$ cat src/rtl/vga_timing_gen.sv
// Parametrised VGA timing generator with a power-of-two framebuffer window.
// Stage 1 decodes the raster position and issues the RAM address; stage 2 muxes colour and syncs.
module vga_timing_gen #(
    parameter int                 CLK_DIV      = 2,
    parameter int                 H_VISIBLE    = 640,
    parameter int                 H_FRONT      = 16,
    parameter int                 H_SYNC       = 96,
    parameter int                 H_BACK       = 48,
    parameter int                 V_VISIBLE    = 480,
    parameter int                 V_FRONT      = 10,
    parameter int                 V_SYNC       = 2,
    parameter int                 V_BACK       = 33,
    parameter bit                 HSYNC_POL    = 1'b0,
    parameter bit                 VSYNC_POL    = 1'b0,
    parameter int                 WIN_X        = 192,
    parameter int                 WIN_Y        = 112,
    parameter int                 WIN_W_LOG2   = 8,
    parameter int                 WIN_H_LOG2   = 8,
    parameter int                 COLOR_W      = 3,
    parameter logic [COLOR_W-1:0] BORDER_COLOR = '0
) (
    input  logic                             Clock,
    input  logic                             Reset_n,
    output logic [WIN_W_LOG2+WIN_H_LOG2-1:0] oReadAddress,
    input  logic [COLOR_W-1:0]               iColor,
    output logic                             oVGA_Red,
    output logic                             oVGA_Green,
    output logic                             oVGA_Blue,
    output logic                             oHSync,
    output logic                             oVSync,
    output logic                             oPixelTick,
    output logic                             oActive,
    output logic                             oFrameStart
);

    localparam int H_TOTAL      = H_VISIBLE + H_FRONT + H_SYNC + H_BACK;
    localparam int V_TOTAL      = V_VISIBLE + V_FRONT + V_SYNC + V_BACK;
    localparam int H_W          = $clog2(H_TOTAL);
    localparam int V_W          = $clog2(V_TOTAL);
    localparam int DIV_W        = $clog2(CLK_DIV);
    localparam int ADDR_W       = WIN_W_LOG2 + WIN_H_LOG2;
    localparam int H_SYNC_START = H_VISIBLE + H_FRONT;
    localparam int H_SYNC_END   = H_SYNC_START + H_SYNC;
    localparam int V_SYNC_START = V_VISIBLE + V_FRONT;
    localparam int V_SYNC_END   = V_SYNC_START + V_SYNC;
    localparam int WIN_X_END    = WIN_X + (2 ** WIN_W_LOG2);
    localparam int WIN_Y_END    = WIN_Y + (2 ** WIN_H_LOG2);

    typedef struct packed {
        logic hsync;
        logic vsync;
        logic active;
        logic inwin;
        logic origin;
    } stage1_t;

    logic [DIV_W-1:0]   div_q, div_d;
    logic [H_W-1:0]     hcount_q, hcount_d;
    logic [V_W-1:0]     vcount_q, vcount_d;
    stage1_t            s1_q, s1_d;
    logic [ADDR_W-1:0]  addr_q, addr_d;
    logic [COLOR_W-1:0] rgb_q, rgb_d;
    logic               hsync_q, hsync_d;
    logic               vsync_q, vsync_d;
    logic               active_q, active_d;
    logic               frame_start_q, frame_start_d;

    logic               tick;
    logic               h_wrap;
    logic               v_wrap;
    logic [31:0]        h_pos;
    logic [31:0]        v_pos;

    assign tick   = (div_q == DIV_W'(CLK_DIV - 1));
    assign h_wrap = (hcount_q == H_W'(H_TOTAL - 1));
    assign v_wrap = (vcount_q == V_W'(V_TOTAL - 1));
    assign h_pos  = 32'(hcount_q);
    assign v_pos  = 32'(vcount_q);

    // NOTE: every variable driven here gets a default first, so no path leaves it unassigned and no latch is inferred.
    always_comb begin
        div_d    = tick ? '0 : div_q + DIV_W'(1);
        hcount_d = hcount_q;
        vcount_d = vcount_q;
        if (tick) begin
            hcount_d = h_wrap ? '0 : hcount_q + H_W'(1);
            if (h_wrap) begin
                vcount_d = v_wrap ? '0 : vcount_q + V_W'(1);
            end
        end
    end

    // Offsets are only formed inside the window, so the truncating subtraction never underflows.
    always_comb begin
        s1_d   = s1_q;
        addr_d = addr_q;
        if (tick) begin
            s1_d.active = (h_pos < 32'(H_VISIBLE)) && (v_pos < 32'(V_VISIBLE));
            s1_d.hsync  = (h_pos >= 32'(H_SYNC_START)) && (h_pos < 32'(H_SYNC_END));
            s1_d.vsync  = (v_pos >= 32'(V_SYNC_START)) && (v_pos < 32'(V_SYNC_END));
            s1_d.inwin  = s1_d.active
                        && (h_pos >= 32'(WIN_X)) && (h_pos < 32'(WIN_X_END))
                        && (v_pos >= 32'(WIN_Y)) && (v_pos < 32'(WIN_Y_END));
            s1_d.origin = (hcount_q == '0) && (vcount_q == '0);
            addr_d      = s1_d.inwin
                        ? {WIN_H_LOG2'(v_pos - 32'(WIN_Y)), WIN_W_LOG2'(h_pos - 32'(WIN_X))}
                        : '0;
        end
    end

    always_comb begin
        rgb_d         = rgb_q;
        hsync_d       = hsync_q;
        vsync_d       = vsync_q;
        active_d      = active_q;
        frame_start_d = tick & s1_q.origin;
        if (tick) begin
            if (s1_q.inwin) begin
                rgb_d = iColor;
            end else if (s1_q.active) begin
                rgb_d = BORDER_COLOR;
            end else begin
                rgb_d = '0;
            end
            hsync_d  = s1_q.hsync ? HSYNC_POL : ~HSYNC_POL;
            vsync_d  = s1_q.vsync ? VSYNC_POL : ~VSYNC_POL;
            active_d = s1_q.active;
        end
    end

    // NOTE: non-blocking assignments keep every register sampling pre-edge values, independent of statement order.
    always_ff @(posedge Clock or negedge Reset_n) begin
        if (!Reset_n) begin
            div_q         <= '0;
            hcount_q      <= '0;
            vcount_q      <= '0;
            s1_q          <= '0;
            addr_q        <= '0;
            rgb_q         <= '0;
            hsync_q       <= ~HSYNC_POL;
            vsync_q       <= ~VSYNC_POL;
            active_q      <= 1'b0;
            frame_start_q <= 1'b0;
        end else begin
            div_q         <= div_d;
            hcount_q      <= hcount_d;
            vcount_q      <= vcount_d;
            s1_q          <= s1_d;
            addr_q        <= addr_d;
            rgb_q         <= rgb_d;
            hsync_q       <= hsync_d;
            vsync_q       <= vsync_d;
            active_q      <= active_d;
            frame_start_q <= frame_start_d;
        end
    end

    assign oReadAddress = addr_q;
    assign oVGA_Red     = rgb_q[COLOR_W-1];
    assign oVGA_Green   = rgb_q[COLOR_W-2];
    assign oVGA_Blue    = rgb_q[COLOR_W-3];
    assign oHSync       = hsync_q;
    assign oVSync       = vsync_q;
    assign oPixelTick   = tick;
    assign oActive      = active_q;
    assign oFrameStart  = frame_start_q;

endmodule

$ cat config.mk
export PLATFORM = sky130hd
export DESIGN_NAME = vga_timing_gen
export DESIGN_NICKNAME = d
export VERILOG_FILES = /design/src/rtl/vga_timing_gen.sv
export SDC_FILE = /design/constraint.sdc
export NUM_CORES = 1
export LEC_CHECK = 0
export BUFFER_PORTS_ARGS = -buffer_cell sky130_fd_sc_hd__buf_2
export CAP_MARGIN = 25
export CORE_UTILIZATION = 55
export CTS_CLUSTER_SIZE = 16
export DETAILED_ROUTE_END_ITERATION = 8
export GPL_ROUTABILITY_DRIVEN = 0
export HOLD_SLACK_MARGIN = 0.05
export PLACE_DENSITY = 0.76
export SLEW_MARGIN = 30
export SYNTH_ARGS = -nofsm -noshare
export SYNTH_HDL_FRONTEND = slang
export SYNTH_SLANG_ARGS = --single-unit
$ cat constraint.sdc
create_clock -name Clock -period 4.1 [get_ports Clock]
set_input_delay 0.41 -clock Clock [delete_from_list [all_inputs] [get_ports Clock]]
set_output_delay 0.41 -clock Clock [all_outputs]
set_load 0.01 [all_outputs]
==> metrics.cfg <==
[status]
status = finished clean

[sta]
maxSlewHeadroom = 0.466
tightestPinTransition_ns = 0.801
finalCriticalPeriod_ns = 2.14
hold_slack_ns = 0.118
hold_viol_final = 0
skew_ns = 0.00695
rsz0062_at_grt = no
fin_crit_sh = 0.523
timing.final.ws_setup_ns = 1.96
setup_viol = 0
fmax_mhz = 467
setup_tns_ns = 0
drv_slew = 0

[floorplanning]
initial_core_util = 0.584
die-area_sq_um = 4580
core_area_sq_um = 4060
fp.dieH_microns = 67.7
rows = 23
pin_count = 29
die_w_microns = 67.7

[power]
combPwrFrac = 0.014
intPower_w = 0.000637
pwr-share-clk = 0.381
p_leak_nw = 1.23
pwr-share-seq = 0.605
ir_worst_vdd_mv = 0.186
p_sw_w = 0.000161
power_density_nw_per_um2 = 306
switching_share = 0.202

[drt]
detail_route.wl_per_cell_microns = 15.8
vias = 1727
drc = 0
viasPerCell = 5.85
dr.pass1.iters = 4
finalWirelength_mm = 4.68
postRouteAntennaNets = 0
drt_iter0_drc = 59

[setup_path]
start_kind = flip-flop
endpoint_kind = flip-flop
rr_worst_depth = 4
reg2reg_slack_ns = 1.96
worst-endpoint-arrival_ns = 2.36
worst-setup-path-type = flip-flop to flip-flop
critPathMaxFanout = 21
worst-endpoint-required_ns = 4.32

[clock_tree]
clk_path_buf_depth = 2
clk_pin_slew_ns = 0.09
cts_resized = 0
numCtsBuffers = 5
cts_tree = built
clk_latency_ns = 0.30
clockRootBuffer = clkbuf_8
htreeDepth = 2
postCtsHoldBufs = 0
post-cts-setup-buffer-count = 0
cts.sinks = 49

[synth]
synthArstFlopShare = 1.00
synth_edf_count = 0
syn_avg_cell_area_sq_um = 10.7
ys_seq_elements = 49
synth_ff_type = dfrtp_1
yosys.area.top_type = dfrtp_1
synthCells = 222
synth_area_leaders = dfrtp_1 50%, a22o_1 5.9%, ha_1 5.3%
syn-num-nets = 237
synth_top_area_frac = 0.496
syn_area_sq_um = 2370
synth_cell_types = 46
ys_seq_area_frac = 0.518
yosys_warnings = 0

[cells_and_area]
drive_gt1_frac = 0.196
antenna_cells = 0
area_delta_synth_final_pct = 9.97
nNetsFinal = 259

[global_route]
use_met3 = 0.0726
grt_start_max_net_pins = 50
grt.met1_usage = 0.309
gr-total-overflow = 0
grt_pass1_wl_mm = 8.12
track_usage = 0.242
antenna_found_initial = 0
top_usage_layer = met2
use_met2 = 0.399
grt_pass1_vias = 1731

[place]
dp_hpwl_mm = 3.25
portBuffers = 28
pre_cts_slack_ns = 1.99

[job]
drv_cap = 0

[hold_path]
min-delay-path-class = primary input to asynchronous set/reset pin

[cell families (layout without fill, tap and decap cells)]
logic type | count (synthesis) | after routing | synth area share
AO/OA/AOI/OAI | 53 | 53 | 0.153
XOR/XNOR | 11 | 11 | 0.0406
adder cells (fa/ha/maj) | 10 | 10 | 0.0528
buffers and inverters | 32 | 55 | 0.0607
flip-flops | 49 | 49 | 0.518
multiplexers | 5 | 5 | 0.0227
AND/OR/NAND/NOR | 62 | 62 | 0.152
[cell usage after synthesis, drive strengths merged (3+ instances only)]
master and n:
xnor2 3, nor2 6, o21ai 16, nor4b 3, inv 19, nand3 11, buf 7, mux2 3
nor3 5, ha 10, clkbuf 6, o22ai 4, xor2 8, dfrtp 47, a22o 16, nand2 19
a21oi 5, or3 3, nand4 5
[flip-flops by register name, summed over array words and instances, names as in the netlist]
signal,flops
oReadAddress,16
hcount_q,10
vcount_q,10
s1_q,5
rgb_q,3
oActive,1
oFrameStart,1
oHSync,1
oPixelTick,1
oVSync,1
[path summary, 6_finish.rpt]
check | from | end
worst min register to register | s1_q[0] | s1_q[0]
worst max-delay path | oPixelTick | vcount_q[0]
worst max register to register | oPixelTick | vcount_q[0]
min in group Clock | iColor[1] | rgb_q[1]
worst min-delay path | Reset_n | oReadAddress[6]
max in group asynchronous | Reset_n | vcount_q[2]
[routing by layer]
layer  up-vias  share of wire
met3         8          0.038
met2        42           0.48
met4         0          0.013
li1        831              -
met1       846           0.47
met5         -              0
[power by group through the flow]
stage	sequential [W]	clock (W)	combinational, W
finish	0.000483	0.000304	0.0000109
CTS	0.000483	0.000312	0.0000116
global placement	0.000492	0	0.0000110
global route	0.000483	0.000333	0.0000132
floorplan	0.000493	0	0.0000000105
detailed placement	0.000492	0	0.0000117
[cell type report]
cell class	instances	area [sq um]
Fill cell	320	1450
Sequential cell	49	1230
Multi-Input combinational cell	141	1000
Timing Repair Buffer	28	143
Clock buffer	7	96.3
Inverter	19	71.3
Tap cell	50	62.6
Clock inverter	1	5.00
[cell usage in the layout (no fill, tap or decap), drive strengths merged, types with 3 or more instances in the layout]
cell type	synthesis	final
dfrtp	47	47
nor3	5	5
mux2	3	3
nor4b	3	3
inv	19	19
a22o	16	16
xor2	8	8
buf	7	28
o21ai	16	16
clkbuf	6	7
nand4	5	5
nand3	11	11
or3	3	3
xnor2	3	3
o22ai	4	4
nor2	6	6
nand2	19	19
ha	10	10
a21oi	5	5
[critical path, stage by stage (launching register included)]
cell     delay, ns
dfrtp_1       0.74
nand4_4       0.24
nor3_1        0.63
o21ai_0       0.25
o21ai_0       0.20
[metrics by stage]
stage | area (sq um) | utilization | total power (W) | std cells
final | 2610 | 0.643 | 0.000798 | 295
after global routing | 2610 | 0.643 | 0.000829 | 295
after CTS | 2610 | 0.643 | 0.000806 | 295
after detailed placement | 2510 | 0.618 | 0.000504 | 287
after global placement | 2500 | 0.616 | 0.000503 | 287
after floorplan | 2370 | - | 0.000493 | 222
Note: power is estimated with default switching activity, not from simulation.
